<file path="config.mk">
export PLATFORM = sky130hd
export DESIGN_NAME = seq_divider_flat
export DESIGN_NICKNAME = d
export VERILOG_FILES = /design/src/rtl/seq_divider_if.sv /design/src/rtl/seq_divider.sv /design/src/flat_wrapper.sv
export SDC_FILE = /design/constraint.sdc
export NUM_CORES = 1
export LEC_CHECK = 0
export CAP_MARGIN = 0
export CORE_ASPECT_RATIO = 0.5
export CORE_MARGIN = 2
export CORE_UTILIZATION = 23
export CTS_CLUSTER_SIZE = 10
export DETAILED_ROUTE_END_ITERATION = 6
export GPL_TIMING_DRIVEN = 0
export MAX_ROUTING_LAYER = met4
export SLEW_MARGIN = 20
export SYNTH_ARGS = -nofsm -noshare
export SYNTH_HDL_FRONTEND = slang
export SYNTH_SLANG_ARGS = --single-unit
</file>
<file path="constraint.sdc">
create_clock -name clk -period 4.8 [get_ports clk]
set_clock_uncertainty 0.2 [all_clocks]
set_input_delay 0.72 -clock clk [delete_from_list [all_inputs] [get_ports clk]]
set_output_delay 0.72 -clock clk [all_outputs]
set_load 0.01 [all_outputs]
</file>
<file path="src/rtl/seq_divider_if.sv">
`default_nettype none
// ============================================================================
// Module      : seq_divider_if
// Description : Start/done handshake and operand/result bundle for seq_divider.
// Revision    : 1.0
// ============================================================================
interface seq_divider_if #(
    parameter int NrOfBits = 32
);
    logic                start;
    logic                is_signed;
    logic [NrOfBits-1:0] DataA;
    logic [NrOfBits-1:0] DataB;
    logic                busy;
    logic                done;
    logic [NrOfBits-1:0] Quotient;
    logic [NrOfBits-1:0] Remainder;
    logic                DivByZero;

    modport master (
        output start, is_signed, DataA, DataB,
        input  busy, done, Quotient, Remainder, DivByZero
    );

    modport slave (
        input  start, is_signed, DataA, DataB,
        output busy, done, Quotient, Remainder, DivByZero
    );
endinterface
`default_nettype wire

</file>
<file path="src/rtl/seq_divider.sv">
`default_nettype none
// ============================================================================
// Module      : seq_divider
// Description : Multi-cycle restoring divider, one quotient bit per clock,
//               RISC-V DIV/DIVU/REM/REMU semantics.
// Revision    : 1.0
// ============================================================================
module seq_divider #(
    parameter int NrOfBits = 32,
    parameter int CntBits  = 6
) (
    input  wire          clk,
    input  wire          rst_n,
    seq_divider_if.slave bus
);
    typedef enum logic [1:0] {
        IDLE = 2'd0,
        CALC = 2'd1,
        FIX  = 2'd2,
        DONE = 2'd3
    } state_e;

    localparam logic [NrOfBits-1:0] MIN_NEG  = {1'b1, {(NrOfBits-1){1'b0}}};
    localparam logic [CntBits-1:0]  LAST_CNT = CntBits'(NrOfBits - 1);

    state_e              state_q;
    logic [CntBits-1:0]  cnt_q;
    logic [NrOfBits-1:0] dvd_q;
    logic [NrOfBits-1:0] dvs_q;
    logic [NrOfBits-1:0] rem_q;
    logic [NrOfBits-1:0] quo_q;
    logic                neg_quo_q;
    logic                neg_rem_q;
    logic                busy_q;
    logic                done_q;
    logic                dbz_q;
    logic [NrOfBits-1:0] quotient_q;
    logic [NrOfBits-1:0] remainder_q;

    logic [NrOfBits:0]   rem_sh;
    logic [NrOfBits-1:0] rem_diff;
    logic                rem_ge;
    logic [NrOfBits-1:0] rem_d;
    logic [NrOfBits-1:0] quo_d;
    logic [NrOfBits-1:0] dvd_d;

    logic                a_neg;
    logic                b_neg;
    logic [NrOfBits-1:0] abs_a;
    logic [NrOfBits-1:0] abs_b;
    logic                div_zero;
    logic                sgn_ovf;

    // The shifted partial remainder needs one extra bit: |B| may exceed 2^(N-1).
    always_comb begin
        rem_sh   = {rem_q, dvd_q[NrOfBits-1]};
        rem_ge   = (rem_sh >= {1'b0, dvs_q});
        rem_diff = rem_sh[NrOfBits-1:0] - dvs_q;
        rem_d    = rem_ge ? rem_diff : rem_sh[NrOfBits-1:0];
        quo_d    = {quo_q[NrOfBits-2:0], rem_ge};
        dvd_d    = {dvd_q[NrOfBits-2:0], 1'b0};
    end

    always_comb begin
        a_neg    = bus.is_signed & bus.DataA[NrOfBits-1];
        b_neg    = bus.is_signed & bus.DataB[NrOfBits-1];
        abs_a    = a_neg ? -bus.DataA : bus.DataA;
        abs_b    = b_neg ? -bus.DataB : bus.DataB;
        div_zero = (bus.DataB == '0);
        sgn_ovf  = bus.is_signed && (bus.DataA == MIN_NEG) && (bus.DataB == '1);
    end

    always_ff @(posedge clk or negedge rst_n) begin
        if (!rst_n) begin
            state_q     <= IDLE;
            cnt_q       <= '0;
            dvd_q       <= '0;
            dvs_q       <= '0;
            rem_q       <= '0;
            quo_q       <= '0;
            neg_quo_q   <= 1'b0;
            neg_rem_q   <= 1'b0;
            busy_q      <= 1'b0;
            done_q      <= 1'b0;
            dbz_q       <= 1'b0;
            quotient_q  <= '0;
            remainder_q <= '0;
        end else begin
            done_q <= 1'b0;
            case (state_q)
                IDLE, DONE: begin
                    if (bus.start) begin
                        dvd_q     <= abs_a;
                        dvs_q     <= abs_b;
                        rem_q     <= '0;
                        quo_q     <= '0;
                        cnt_q     <= '0;
                        neg_quo_q <= a_neg ^ b_neg;
                        neg_rem_q <= a_neg;
                        dbz_q     <= 1'b0;
                        if (div_zero) begin
                            quotient_q  <= '1;
                            remainder_q <= bus.DataA;
                            dbz_q       <= 1'b1;
                            done_q      <= 1'b1;
                            busy_q      <= 1'b0;
                            state_q     <= DONE;
                        end else if (sgn_ovf) begin
                            quotient_q  <= bus.DataA;
                            remainder_q <= '0;
                            done_q      <= 1'b1;
                            busy_q      <= 1'b0;
                            state_q     <= DONE;
                        end else begin
                            busy_q  <= 1'b1;
                            state_q <= CALC;
                        end
                    end else begin
                        busy_q  <= 1'b0;
                        state_q <= IDLE;
                    end
                end
                CALC: begin
                    rem_q <= rem_d;
                    quo_q <= quo_d;
                    dvd_q <= dvd_d;
                    cnt_q <= cnt_q + 1'b1;
                    if (cnt_q == LAST_CNT) begin
                        state_q <= FIX;
                    end
                end
                FIX: begin
                    quotient_q  <= neg_quo_q ? -quo_q : quo_q;
                    remainder_q <= neg_rem_q ? -rem_q : rem_q;
                    busy_q      <= 1'b0;
                    done_q      <= 1'b1;
                    state_q     <= DONE;
                end
                default: begin
                    busy_q  <= 1'b0;
                    state_q <= IDLE;
                end
            endcase
        end
    end

    assign bus.busy      = busy_q;
    assign bus.done      = done_q;
    assign bus.Quotient  = quotient_q;
    assign bus.Remainder = remainder_q;
    assign bus.DivByZero = dbz_q;
endmodule
`default_nettype wire

</file>
<file path="src/flat_wrapper.sv">
// flat-port wrapper written by rule: the top's interface ports become plain ports
module seq_divider_flat 
#(
    parameter int NrOfBits = 32,
    parameter int CntBits  = 6
)
  (clk, rst_n, bus_start, bus_is_signed, bus_DataA, bus_DataB, bus_busy, bus_done, bus_Quotient, bus_Remainder, bus_DivByZero);
  seq_divider_if #(.NrOfBits(NrOfBits)) bus_i ();
  input  wire clk;
  input  wire rst_n;
  input wire logic [$bits(bus_i.start)-1:0] bus_start;
  input wire logic [$bits(bus_i.is_signed)-1:0] bus_is_signed;
  input wire logic [$bits(bus_i.DataA)-1:0] bus_DataA;
  input wire logic [$bits(bus_i.DataB)-1:0] bus_DataB;
  output wire logic [$bits(bus_i.busy)-1:0] bus_busy;
  output wire logic [$bits(bus_i.done)-1:0] bus_done;
  output wire logic [$bits(bus_i.Quotient)-1:0] bus_Quotient;
  output wire logic [$bits(bus_i.Remainder)-1:0] bus_Remainder;
  output wire logic [$bits(bus_i.DivByZero)-1:0] bus_DivByZero;
  assign bus_i.start = bus_start;
  assign bus_i.is_signed = bus_is_signed;
  assign bus_i.DataA = bus_DataA;
  assign bus_i.DataB = bus_DataB;
  assign bus_busy = bus_i.busy;
  assign bus_done = bus_i.done;
  assign bus_Quotient = bus_i.Quotient;
  assign bus_Remainder = bus_i.Remainder;
  assign bus_DivByZero = bus_i.DivByZero;
  seq_divider #(.NrOfBits(NrOfBits), .CntBits(CntBits)) u_core (.clk(clk), .rst_n(rst_n), .bus(bus_i));
endmodule
</file>
==> flow_summary_export.csv <==
group,metric,value,unit
worst_hold_path,holdCritPathClass,"register to register",
yosys,synth-async-reset-ratio,1.00,
setup_path,slowest_delay,0.78,ns
drt,wl_per_cell,19.4,um
layout,final_layout_size_suffix_gt1_frac,0.0444,
drt,dr_total_vias,12700,
setup_path,critPathLaunch,"bus_DataA[3]",
setup_path,reg2regPathDepth,12,
timing,worstMarginPinSlew,1.12,ns
floorplan,io-pin-count,135,
yosys,synth_edf_count,0,
timing,final_max_slew_viol_count,0,
clock_tree,cts_tree,"built",
place,io_buffers,131,
floorplan,core,57200,um^2
clock_tree,clock_latency,0.55,ns
timing,finalHoldViolCount,0,
clock_tree,cts_buffer_depth,3,
power,leakage,6.95,nW
setup_path,arrival,4.85,ns
setup_path,endpoint,"u_core.bus.Quotient[31]$_DFFE_PN0P_",
floorplan,num_rows,62,
setup_path,rrSetupSlack,0.35,ns
timing,rsz0062_at_grt,"no",
timing,slew_headroom,0.244,
status,status,"complete, no violations",
place,detailed_place_hpwl,38.6,mm
yosys,synth_nets,1738,
place,placed_cell_area,15600,um^2
setup_path,worst_setup_path_start_kind,"input pin",
layout,multi_input_area,7530,um^2
yosys,synth-seq-area-share,0.386,
setup_path,path_depth,12,
yosys,synth.yosys.warnings,0,
layout,layout_commonest_cell,"nand2_1",
timing,finalCriticalPeriod,4.57,ns
setup_path,path_delay_family,"simple AND/OR/NAND/NOR gates",
setup_path,crit_chain,"clkdlybuf4s50_1 > nor4_1 > nand3_1 > nor4b_4 > nor3b_2 > a31o_2 > a21oi_1 > or2_1 > buf_6 > buf_6 > a211oi_2 > a21o_1",
global_routing,grt_max_degree,95,
clock_tree,clock_sinks,205,
setup_path,reg2reg_to,"u_core.rem_q[2]$_DFFE_PN0P_",
power,powerDensity,539,nW/um^2
layout,nNetsFinal,1900,
global_routing,grt_pass1_wl,76.5,mm
yosys,syn_inst,1628,
layout,fin_area,16400,um^2
yosys,synthesis.area,13300,um^2
drt,ant_nets,0,
global_routing,gr-usage-all-layers,0.169,
setup_path,worstPathMaxFanout,10,
drt,drt-total-wl,49.8,mm
setup_path,end_kind,"register",
yosys,ys_seq_elements,205,
place,globalplace.congestion,0.942,
clock_tree,clk_pin_slew,0.05,ns
clock_tree,htree_levels,1,
yosys,synth_cell_types,69,
clock_tree,cts-buffers-inserted,26,
timing,max_freq,0.219,GHz
power,ir_worst_vdd,0.000264,V
setup_path,required,5.08,ns
global_routing,grt_pass1_vias,12500,
drt,drt_first_iter_violations,989,
clock_tree,clock-root-buffer,"clkbuf_16",
drt,viasPerCell,4.95,
yosys,yosys_most_used_dff,"dfrtp_1",
floorplan,fp.dieW,344,um
yosys,avgSynthCellArea,8.16,um^2
layout,area_delta_synth_final,23.4,%
floorplan,start_util,0.232,
floorplan,dieArea,59800,um^2
setup_path,cpMaxStageDelayCell,"nor4_1",
floorplan,die_y,174,um
timing,setup_violations,0,
setup_path,critical_path_class,"input pin to register",
setup_path,r2r-start,"u_core.rem_q[11]$_DFFE_PN0P_",
drt,drc_errors,0,
layout,post-route-util,0.286,
layout,final_cell_mix,"nand2_1, dfrtp_1, o21ai_0, clkdlybuf4s50_1, a21oi_1",
drt,detail_route.first_pass.iterations,5,
global_routing,grt_overflow,0,
layout,fill_cells,6257,
timing,post-route-period-util,0.952,
layout,register_area,5130,um^2
run,drv_cap,0,
global_routing,antenna_found_initial,2,
setup_path,crit_top_cell,"buf_6",
setup_path,critPathBufInv,3,
==> repair_timing <==
action | 4_1_cts | 5_1_grt
gates resized for setup | 0 | 2
hold buffers | 1 | 0
endpoints found under the hold margin | 52 | 0
setup endpoints to repair | 0 | 3
buffers inserted | 0 | 0
==> sequential cells by signal, indices dropped and copies added, names as in the netlist <==
register / flops
u_core.bus.DivByZero: 1
u_core.rem_q: 32
u_core.bus.busy: 1
u_core.bus.done: 1
u_core.cnt_q: 6
u_core.dvd_q: 32
u_core.state_q: 2
u_core.neg_quo_q: 1
u_core.dvs_q: 32
u_core.bus.Quotient: 32
u_core.bus.Remainder: 32
u_core.neg_rem_q: 1
u_core.quo_q: 32
==> metrics by stage <==
step           instances  hold slack, ns  power [mW]  TNS (ns)  setup slack (ns)
2_1_floorplan       1628           0.224        5.20         0              1.24
3_3_place_gp        2527           0.261        6.98  -1267.27             -6.20
3_5_place_dp        2529           0.271        7.04     -6.58            -0.291
4_1_cts             2568           0.282        8.86         0             0.260
5_1_grt             2570           0.298        9.43         0            0.0965
6_report            2570           0.277        8.84         0             0.230
==> report_power, final <==
group | switching, mW | leakage, nW | internal (mW)
Combinational | 2.96 | 3.88 | 1.50
Clock | 0.757 | 0.373 | 1.05
Sequential | 0.336 | 2.70 | 2.24
Total | 4.05 | 6.95 | 4.79
==> per-layer routing <==
metal  up-vias  GRT usage  wire length (um)
li1       6095          -                 -
met1      6134      0.211             21100
met2       399      0.282             24200
met3        97     0.0234              2890
met4         0     0.0520              1650
met5         -          -                 0
==> kinds of logic after synthesis <==
family / synth area share
fa+ha+maj: 0.0401
compound gates: 0.220
xor+xnor: 0.0916
buf+inv: 0.0477
mux: 0.0168
flops: 0.386
simple gates: 0.198
==> area by class of cell <==
cell class,count,area share
clock buffer,35,0.0449
timing repair buffer,134,0.0842
multi-input combinational,1266,0.459
antenna,2,0.000305
buffer,95,0.0246
inverter,62,0.0142
tap,768,0.0586
sequential,205,0.313
clock inverter,3,0.00114
==> cells in the mapped netlist (3+ instances only) <==
master / number / area share
nor2b_1: 5 / 0.0024
or3_1: 18 / 0.0085
o211ai_1: 8 / 0.0045
o22ai_1: 24 / 0.011
mux2_2: 3 / 0.0025
a21oi_1: 106 / 0.040
nand4_1: 14 / 0.0066
and2_1: 6 / 0.0028
o21ai_1: 20 / 0.0075
nand3_1: 57 / 0.021
o21ai_0: 196 / 0.074
inv_1: 61 / 0.017
a211oi_2: 3 / 0.0028
xnor2_1: 94 / 0.062
buf_2: 10 / 0.0038
or4_1: 18 / 0.010
nor4_1: 13 / 0.0061
clkbuf_1: 73 / 0.021
a21o_1: 14 / 0.0079
nand2_1: 280 / 0.079
nor2_1: 89 / 0.025
and3_1: 15 / 0.0071
nand2b_1: 7 / 0.0033
o41ai_1: 15 / 0.0099
ha_1: 41 / 0.039
nor3b_1: 3 / 0.0017
o21a_1: 8 / 0.0045
buf_1: 6 / 0.0017
a22o_1: 9 / 0.0059
a31o_2: 6 / 0.0040
or2_2: 9 / 0.0042
o31ai_1: 31 / 0.018
nor3_1: 25 / 0.0094
mux2i_1: 19 / 0.014
a211oi_1: 4 / 0.0023
a22oi_1: 22 / 0.012
dfrtp_1: 205 / 0.39
xor2_1: 45 / 0.030
buf_6: 4 / 0.0034
a31oi_1: 10 / 0.0047
==> how the worst min path moves through the flow <==
stage	endpoint	slack [ns]	cells after the start	startpoint
after floorplan	u_core.bus.DivByZero$_DFFE_PN0P_	0.22	0	rst_n
after global placement	u_core.dvs_q[28]$_DFFE_PN0P_	0.26	2	u_core.dvs_q[28]$_DFFE_PN0P_
after detailed placement	u_core.dvs_q[16]$_DFFE_PN0P_	0.27	2	u_core.dvs_q[16]$_DFFE_PN0P_
after CTS	u_core.dvs_q[16]$_DFFE_PN0P_	0.28	2	u_core.dvs_q[16]$_DFFE_PN0P_
after global routing	u_core.bus.Quotient[28]$_DFFE_PN0P_	0.30	1	u_core.bus.Quotient[28]$_DFFE_PN0P_
final	u_core.dvs_q[16]$_DFFE_PN0P_	0.28	2	u_core.dvs_q[16]$_DFFE_PN0P_
==> tightest hold or removal path, cell delays in order, from the launching register on <==
cell and delay, ns:
dfrtp_1 0.33, nand2_1 0.05, o21ai_0 0.06
Note: power is estimated with default switching activity, not from simulation.
